[src/rtl/score_keeper.sv]
// ---------------------------------------------------------------------------
// score_keeper
//
// Game score accumulator feeding the on-screen score display. Single-cycle
// gameplay event pulses (pellet, energizer, ghost chain, fruit) are converted
// into a point increment in stage 1. That increment is added to the running
// score, with saturation, in stage 2. The session high score trails the score
// by one further cycle. A one-shot extra-life pulse fires the first time the
// score reaches the award threshold.
//
// Ports
//   Clk           in   1   system clock, rising edge
//   Reset         in   1   asynchronous active-high, clears everything
//   new_game      in   1   sync clear of score/combo/pipeline, hi_score kept
//   pellet_eaten  in   1   pellet consumed
//   power_eaten   in   1   energizer consumed, restarts ghost chain
//   ghost_eaten   in   1   frightened ghost consumed
//   fright_end    in   1   fright period over, chain ends
//   fruit_eaten   in   1   fruit consumed
//   fruit_pts     in   12  fruit value, sampled with fruit_eaten
//   score         out  20  current score (binary)
//   hi_score      out  20  highest score since Reset
//   ghost_idx     out  2   combo index used by the most recent ghost
//   extra_life    out  1   one-cycle pulse on first reaching the threshold
//   score_changed out  1   one-cycle pulse whenever score is updated
// ---------------------------------------------------------------------------
module score_keeper #(
    parameter int unsigned PELLET_PTS     = 10,
    parameter int unsigned POWER_PTS      = 50,
    parameter int unsigned GHOST_BASE     = 200,
    parameter int unsigned EXTRA_LIFE_PTS = 10000,
    parameter int unsigned SCORE_MAX      = 999990
) (
    input  logic        Clk,
    input  logic        Reset,
    input  logic        new_game,
    input  logic        pellet_eaten,
    input  logic        power_eaten,
    input  logic        ghost_eaten,
    input  logic        fright_end,
    input  logic        fruit_eaten,
    input  logic [11:0] fruit_pts,
    output logic [19:0] score,
    output logic [19:0] hi_score,
    output logic [1:0]  ghost_idx,
    output logic        extra_life,
    output logic        score_changed
);

    // Combo index of the current fright chain and the award flag.
    logic [1:0]  idx;
    logic        awarded;

    // Stage-1 pipeline registers.
    logic [12:0] add_r;
    logic        valid_r;

    // Combinational helpers.
    logic [1:0]  idx_used;
    logic [1:0]  idx_next;
    logic [12:0] ghost_val;
    logic [12:0] add_next;
    logic        any_event;
    logic [20:0] sum_wide;
    logic [19:0] sum_sat;
    logic        award_now;

    // Stage-1 arithmetic and combo bookkeeping. An energizer in the same
    // cycle as a ghost means the ghost belongs to the new chain, so it is
    // valued at index 0. The worst-case sum (10+50+1600+4095) fits in 13 bits.
    always_comb begin
        idx_used  = power_eaten ? 2'd0 : idx;
        idx_next  = idx;
        if (power_eaten) begin
            idx_next = ghost_eaten ? 2'd1 : 2'd0;
        end else if (fright_end) begin
            idx_next = 2'd0;
        end else if (ghost_eaten) begin
            idx_next = (idx == 2'd3) ? 2'd3 : idx + 2'd1;
        end

        ghost_val = 13'(GHOST_BASE) << idx_used;
        add_next  = (pellet_eaten ? 13'(PELLET_PTS) : 13'd0)
                  + (power_eaten  ? 13'(POWER_PTS)  : 13'd0)
                  + (ghost_eaten  ? ghost_val       : 13'd0)
                  + (fruit_eaten  ? {1'b0, fruit_pts} : 13'd0);
        any_event = pellet_eaten | power_eaten | ghost_eaten
                  | fright_end   | fruit_eaten;
    end

    // Stage-2 arithmetic: the sum is formed one bit wider than the score so
    // an overflowing add still compares correctly against the ceiling.
    always_comb begin
        sum_wide  = {1'b0, score} + 21'(add_r);
        sum_sat   = (sum_wide > 21'(SCORE_MAX)) ? 20'(SCORE_MAX) : sum_wide[19:0];
        award_now = valid_r && !awarded && (sum_sat >= 20'(EXTRA_LIFE_PTS));
    end

    // Stage 1 register plus combo index. new_game wins over any event in
    // the same cycle and flushes the increment already waiting in add_r.
    always_ff @(posedge Clk or posedge Reset) begin
        if (Reset) begin
            idx       <= 2'd0;
            ghost_idx <= 2'd0;
            add_r     <= 13'd0;
            valid_r   <= 1'b0;
        end else if (new_game) begin
            idx       <= 2'd0;
            ghost_idx <= 2'd0;
            add_r     <= 13'd0;
            valid_r   <= 1'b0;
        end else begin
            idx     <= idx_next;
            add_r   <= add_next;
            valid_r <= any_event;
            if (ghost_eaten) begin
                ghost_idx <= idx_used;
            end
        end
    end

    // Stage 2: accumulate with saturation. score_changed pulses on every
    // valid increment, including zero-point and saturated ones, so the
    // display always sees activity. extra_life fires once per game.
    always_ff @(posedge Clk or posedge Reset) begin
        if (Reset) begin
            score         <= 20'd0;
            score_changed <= 1'b0;
            extra_life    <= 1'b0;
            awarded       <= 1'b0;
        end else if (new_game) begin
            score         <= 20'd0;
            score_changed <= 1'b0;
            extra_life    <= 1'b0;
            awarded       <= 1'b0;
        end else begin
            score_changed <= valid_r;
            extra_life    <= award_now;
            if (valid_r) begin
                score <= sum_sat;
            end
            if (award_now) begin
                awarded <= 1'b1;
            end
        end
    end

    // High score trails the registered score by one cycle. It is only ever
    // raised, so new_game leaves it alone and only Reset clears it.
    always_ff @(posedge Clk or posedge Reset) begin
        if (Reset) begin
            hi_score <= 20'd0;
        end else if (score > hi_score) begin
            hi_score <= score;
        end
    end

endmodule

[config.mk]
export PLATFORM = sky130hd
export DESIGN_NAME = score_keeper
export DESIGN_NICKNAME = d
export VERILOG_FILES = /design/src/rtl/score_keeper.sv
export SDC_FILE = /design/constraint.sdc
export NUM_CORES = 1
export LEC_CHECK = 0
export CAP_MARGIN = 10
export CORE_ASPECT_RATIO = 1.1
export CORE_MARGIN = 3
export CORE_UTILIZATION = 56
export CTS_CLUSTER_DIAMETER = 100
export CTS_CLUSTER_SIZE = 30
export DETAILED_ROUTE_END_ITERATION = 6
export GPL_TIMING_DRIVEN = 0
export PLACE_DENSITY_LB_ADDON = 0.12
export SYNTH_ARGS = -nofsm -noshare
export SYNTH_HDL_FRONTEND = slang
export SYNTH_SLANG_ARGS = --single-unit
[constraint.sdc]
create_clock -name Clk -period 4.25 [get_ports Clk]
set_clock_uncertainty 0.05 [all_clocks]
set_input_delay 0.85 -clock Clk [delete_from_list [all_inputs] [get_ports Clk]]
set_output_delay 0.85 -clock Clk [all_outputs]
set_load 0.02 [all_outputs]
# Word level (Yosys, flattened, before mapping)
# Cells that the tools add are included.
# op_classes
n_addsub	5
n_lt_le_gt_ge	3
eq_ne	1
shifts	1
mux	22
n_bitwise	4
reduce_logical	7
# op_table
cell	count
20-bit two-way mux	3
13-bit two-way mux	2
20-bit by 13-bit adder with 21-bit output	1
21-bit by 20-bit > comparator with 1-bit output, second input constant	1
20-bit by 14-bit >= comparator with 1-bit output, second input constant	1
20-bit > comparator	1
2-bit two-way mux	8
13-bit by 12-bit adder with 13-bit output	1
7-bit by 13-bit adder with 13-bit output	1
8-bit by 2-bit << shifter with 13-bit output, first input constant	1
12-bit two-way mux	1
4-bit by 6-bit adder with 7-bit output	1
1-bit two-way mux	6
6-bit two-way mux	1
2-bit nonzero test	3
4-bit two-way mux	1
1-bit OR	4
4-bit nonzero test	1
2-bit by 1-bit adder with 2-bit output, second input constant	1
2-bit equality test, second input constant	1
1-bit logical AND	2
1-bit zero test	1
# word_totals
ff_bits	61
input_bits	20

# Logic depth before layout (Yosys ltp)
# logic_depth
ltp_word	7
ltp_mapped	16

# Least setup slack after synthesis
# Ideal clock, no wire load.
# synth_path
path_kind	input -> register
startpoint	input port power_eaten
endpoint	register add_r[11]
setup_ns	0.136
arrival_ns	3.567
required_ns	4.064
slack_ns	0.497
stages	13
path_buffers	0
path_cell_list	nor2_1 > inv_1 > ha_1 > and2_1 > fa_1 > ha_1 > a31oi_1 > o21bai_1 > a21oi_1 > o21bai_1 > a2111oi_0 > o21a_1 > nor3_1
# synth_between
elab_chain_len	6
# synth_lines
element	line	rtl
from (decl)	38	input logic power_eaten,
parallel branches: the longest is 3 deep, another holds 4-bit by 6-bit adder with 7-bit output	--	
7-bit by 13-bit adder with 13-bit output *	85	+ (ghost_eaten ? ghost_val : 13'd0)
13-bit by 12-bit adder with 13-bit output *	86	+ (fruit_eaten ? {1'b0, fruit_pts} : 13'd0);
13-bit two-way mux *	107	end else if (new_game) begin
to (signal assigned)	114	add_r <= add_next;
to (decl)	55	logic [12:0] add_r;
# Mark *: on every way between the ends.
# A chain may end at the register's enable or synchronous reset.

# Worst setup path in the final report
# Same ends and word-level chain as after synthesis.

==> flow_summary_export.csv <==
group,metric,value,unit
cts,tritoncts,"built",
die,floorplan.rows,34,
yosys,yosys_warnings,0,
detailed_routing,drtIter0Drc,239,
sta,max_freq,245,MHz
worst_setup_path,cp.arrival,4.21,ns
global_routing,grt_max_degree,35,
yosys,synth_top_family_by_area,"compound AO/OA/AOI/OAI gates",
sta,relSlewSlack,30.3,%
yosys,syn_nets,562,
worst_setup_path,worstSetupEndpointType,"flop",
flow_run,cap_violations,0,
worst_setup_path,slowest_stage,"fa_1",
cells_and_area,area_growth,21.5,%
worst_setup_path,rr_endpoint,"awarded",
die,die_h,102,um
die,die_x,93.2,um
worst_setup_path,critPathMaxStageDelay,0.48,ns
cells_and_area,drive_gt1_share,12.5,%
detailed_routing,drc,1,
yosys,synthArstFlopShare,100,%
yosys,synthTopCellsByArea,"dfrtp_1 33%, ha_1 14%, mux2_2 4.6%, inv_1 3.4%, xnor2_1 3.4%",
yosys,syn_area_per_cell,9.67,um^2
worst_setup_path,cp-start-kind,"input port",
yosys,synthMuxAreaShare,5.21,%
status,failed_checks,"design-rule violations",
die,core,8040,um^2
sta,fin_crit,4.08,ns
detailed_routing,viasPerCell,5.96,
cts,cts-buffers-inserted,9,
detailed_routing,drtPass1Iterations,7,
pwr,p_leak,0.00269,uW
sta,slew_violations,0,
sta,setup_viol,0,
yosys,synth_compound_area_share,19.9,%
worst_setup_path,reg2reg_from,"score[7]",
cts,clkTransAtPathRegs,0.06,ns
placement,place_hpwl,8750,um
yosys,yosys.area_share.simple,15.1,%
yosys,synth_top_cell_area_share,32.6,%
yosys,synth_top_area_cell,"dfrtp_1",
sta,hold_viol_final,0,
yosys,seq_area_frac_synth,32.6,%
sta,fin_setup_tns,0,ns
global_routing,grt_pass1_wl,18000,um
worst_setup_path,crit_start,"power_eaten",
detailed_routing,ant_nets,0,
worst_setup_path,cp.required,4.39,ns
cts,clk-insertion-delay-late,0.34,ns
die,initial_core_util,58.2,%
worst_hold_path,hp-start,"awarded",
die,io_pins,64,
worst_setup_path,critical_path.cell_chain,"dlygate4sd2_1 > nor2_2 > inv_1 > ha_1 > and2_1 > fa_1 > ha_1 > a31oi_1 > o21bai_1 > a21oi_2 > o21bai_1 > a2111oi_2 > o21a_1 > nor3_1",
worst_setup_path,worstPathMaxFanout,8,
cells_and_area,nets,636,
detailed_routing,wirelength,11100,um
worst_hold_path,hold_class,"flop to flop",
worst_hold_path,min_to,"extra_life",
pwr,ir_drop,0.000212,V
cts,cts.sinks,61,
worst_setup_path,rrSetupSlack,0.26,ns
worst_setup_path,path_class,"input port to flop",
cts,root_buffer,"clkbuf_8",
pwr,power-per-cell-area,398,nW/um^2
global_routing,antenna_found_initial,0,
yosys,synthAdderAreaFrac,16.1,%
detailed_routing,avgRoutedWirePerCell,16.6,um
sta,period_share,95.9,%
die,die-area,9490,um^2
global_routing,grt_util_all_layers,24.3,%
yosys,synth_edf_count,0,
yosys,ys_types,78,
worst_hold_path,hold_path_depth,1,
yosys,netlist_area,4680,um^2
yosys,synthFlopType,"dfrtp_1",
status,status,"finished, violations left",
global_routing,grt_pass1_vias,3872,
cells_and_area,utilization,70.7,%
detailed_routing,num_vias,3990,
placement,portBuffers,62,
global_routing,gr-total-overflow,0,
worst_setup_path,reg2regPathDepth,9,
cts,cts_htree_levels,3,
cells_and_area,antenna_cells,0,
yosys,synth-seq-cells,61,
yosys,syn_inst,484,
cts,clock_path_buffers,2,
yosys,synth-xor-area-share,4.49,%
placement,gp_congestion,0.895,
sta,grt_setup_unrepaired,"false",
sta,worst_pin_slew,1.03,ns
## kinds of logic after synthesis
family,count (synthesis)
and+or+nand+nor,133
AOI/OAI and AO/OA,123
muxes,22
DFF,61
adders and majority gates,58
xor gates and xnor gates,24
buffers and inverters,63
## cells in the mapped netlist, drive strengths merged, types with 4 or more instances
library cell  number
a21oi             32
a311oi             6
nor4               6
ha                54
dfrtp             61
clkbuf            14
o21a               6
and3               7
mux2              19
buf                4
a22o               8
nor2b              6
nand4              8
inv               43
o211ai             4
xor2               6
a21o              12
o21bai             5
and2              19
nand2             14
nor3               6
fa                 4
a211oi             7
nand3              7
xnor2             18
nor2              42
o21ai             12
## flip-flops by register name, summed over array words and instances (netlist names)
register,flops
add_r,13
score_changed,1
hi_score,20
idx,2
ghost_idx,2
score,20
extra_life,1
awarded,1
valid_r,1
## through the flow
stage	power (uW)	instance area, um^2	setup slack, ns	hold slack (ns)	std cells
floorplan	1400	4680	0.497	0.364	484
global placement	1680	5440	-0.627	0.373	654
detailed placement	1710	5460	-0.745	0.385	655
CTS	2270	5680	0.163	0.407	670
global route	2400	5690	0.0345	0.427	670
finish	2260	5690	0.174	0.409	670
## worst max-delay path by stage
stage / end
finish: add_r[11]
global route: add_r[11]
CTS: add_r[11]
detailed placement: add_r[11]
global placement: add_r[11]
floorplan: add_r[11]
## power breakdown
group	switching [uW]	internal, uW
clock	233	327
sequential	67.9	658
combinational	517	463
## critical path: cells and delay by family
kind,cells,cell delay [ns]
fa+ha+maj,3,1.02
simple gates,3,0.45
buf+inv,2,0.48
compound gates,6,1.39
## area by class of cell
class,count,area (um^2)
fill,628,2350
inverter,43,161
clock buffer,9,124
clock inverter,6,88.8
buffer,20,148
tap,108,135
multi-input combinational,360,2870
sequential,61,1530
timing repair buffer,63,639
## cells in the final DEF (no fill, tap or decap), drive strengths merged, types with 6 or more instances in the layout
cell type,n
ha,54
nor3,6
nor2,42
a211oi,7
nand4,8
a22o,8
nand2,14
inv,43
nand3,7
and3,7
nor4,6
a21oi,32
a21o,12
nor2b,6
clkdlybuf4s50,61
mux2,19
o21a,6
a311oi,6
xor2,6
dfrtp,61
xnor2,18
and2,19
o21ai,12
clkbuf,23
## metal layers
metal	part of all wire (%)	GRT usage (%)	up-vias
met4	4.1	12.1	0
met1	40	27.8	1884
met3	4.7	3.83	36
met2	51	44.2	160
met5	0	0	-
li1	-	-	1910
## timing repair
item,4_1_cts,5_1_grt
setup endpoints to repair,1,1
buffers inserted,0,0
hold endpoints to repair,0,0
cloned,0,0
resized for setup,5,2
hold buffers,0,0
(Power assumes the default switching activity.)
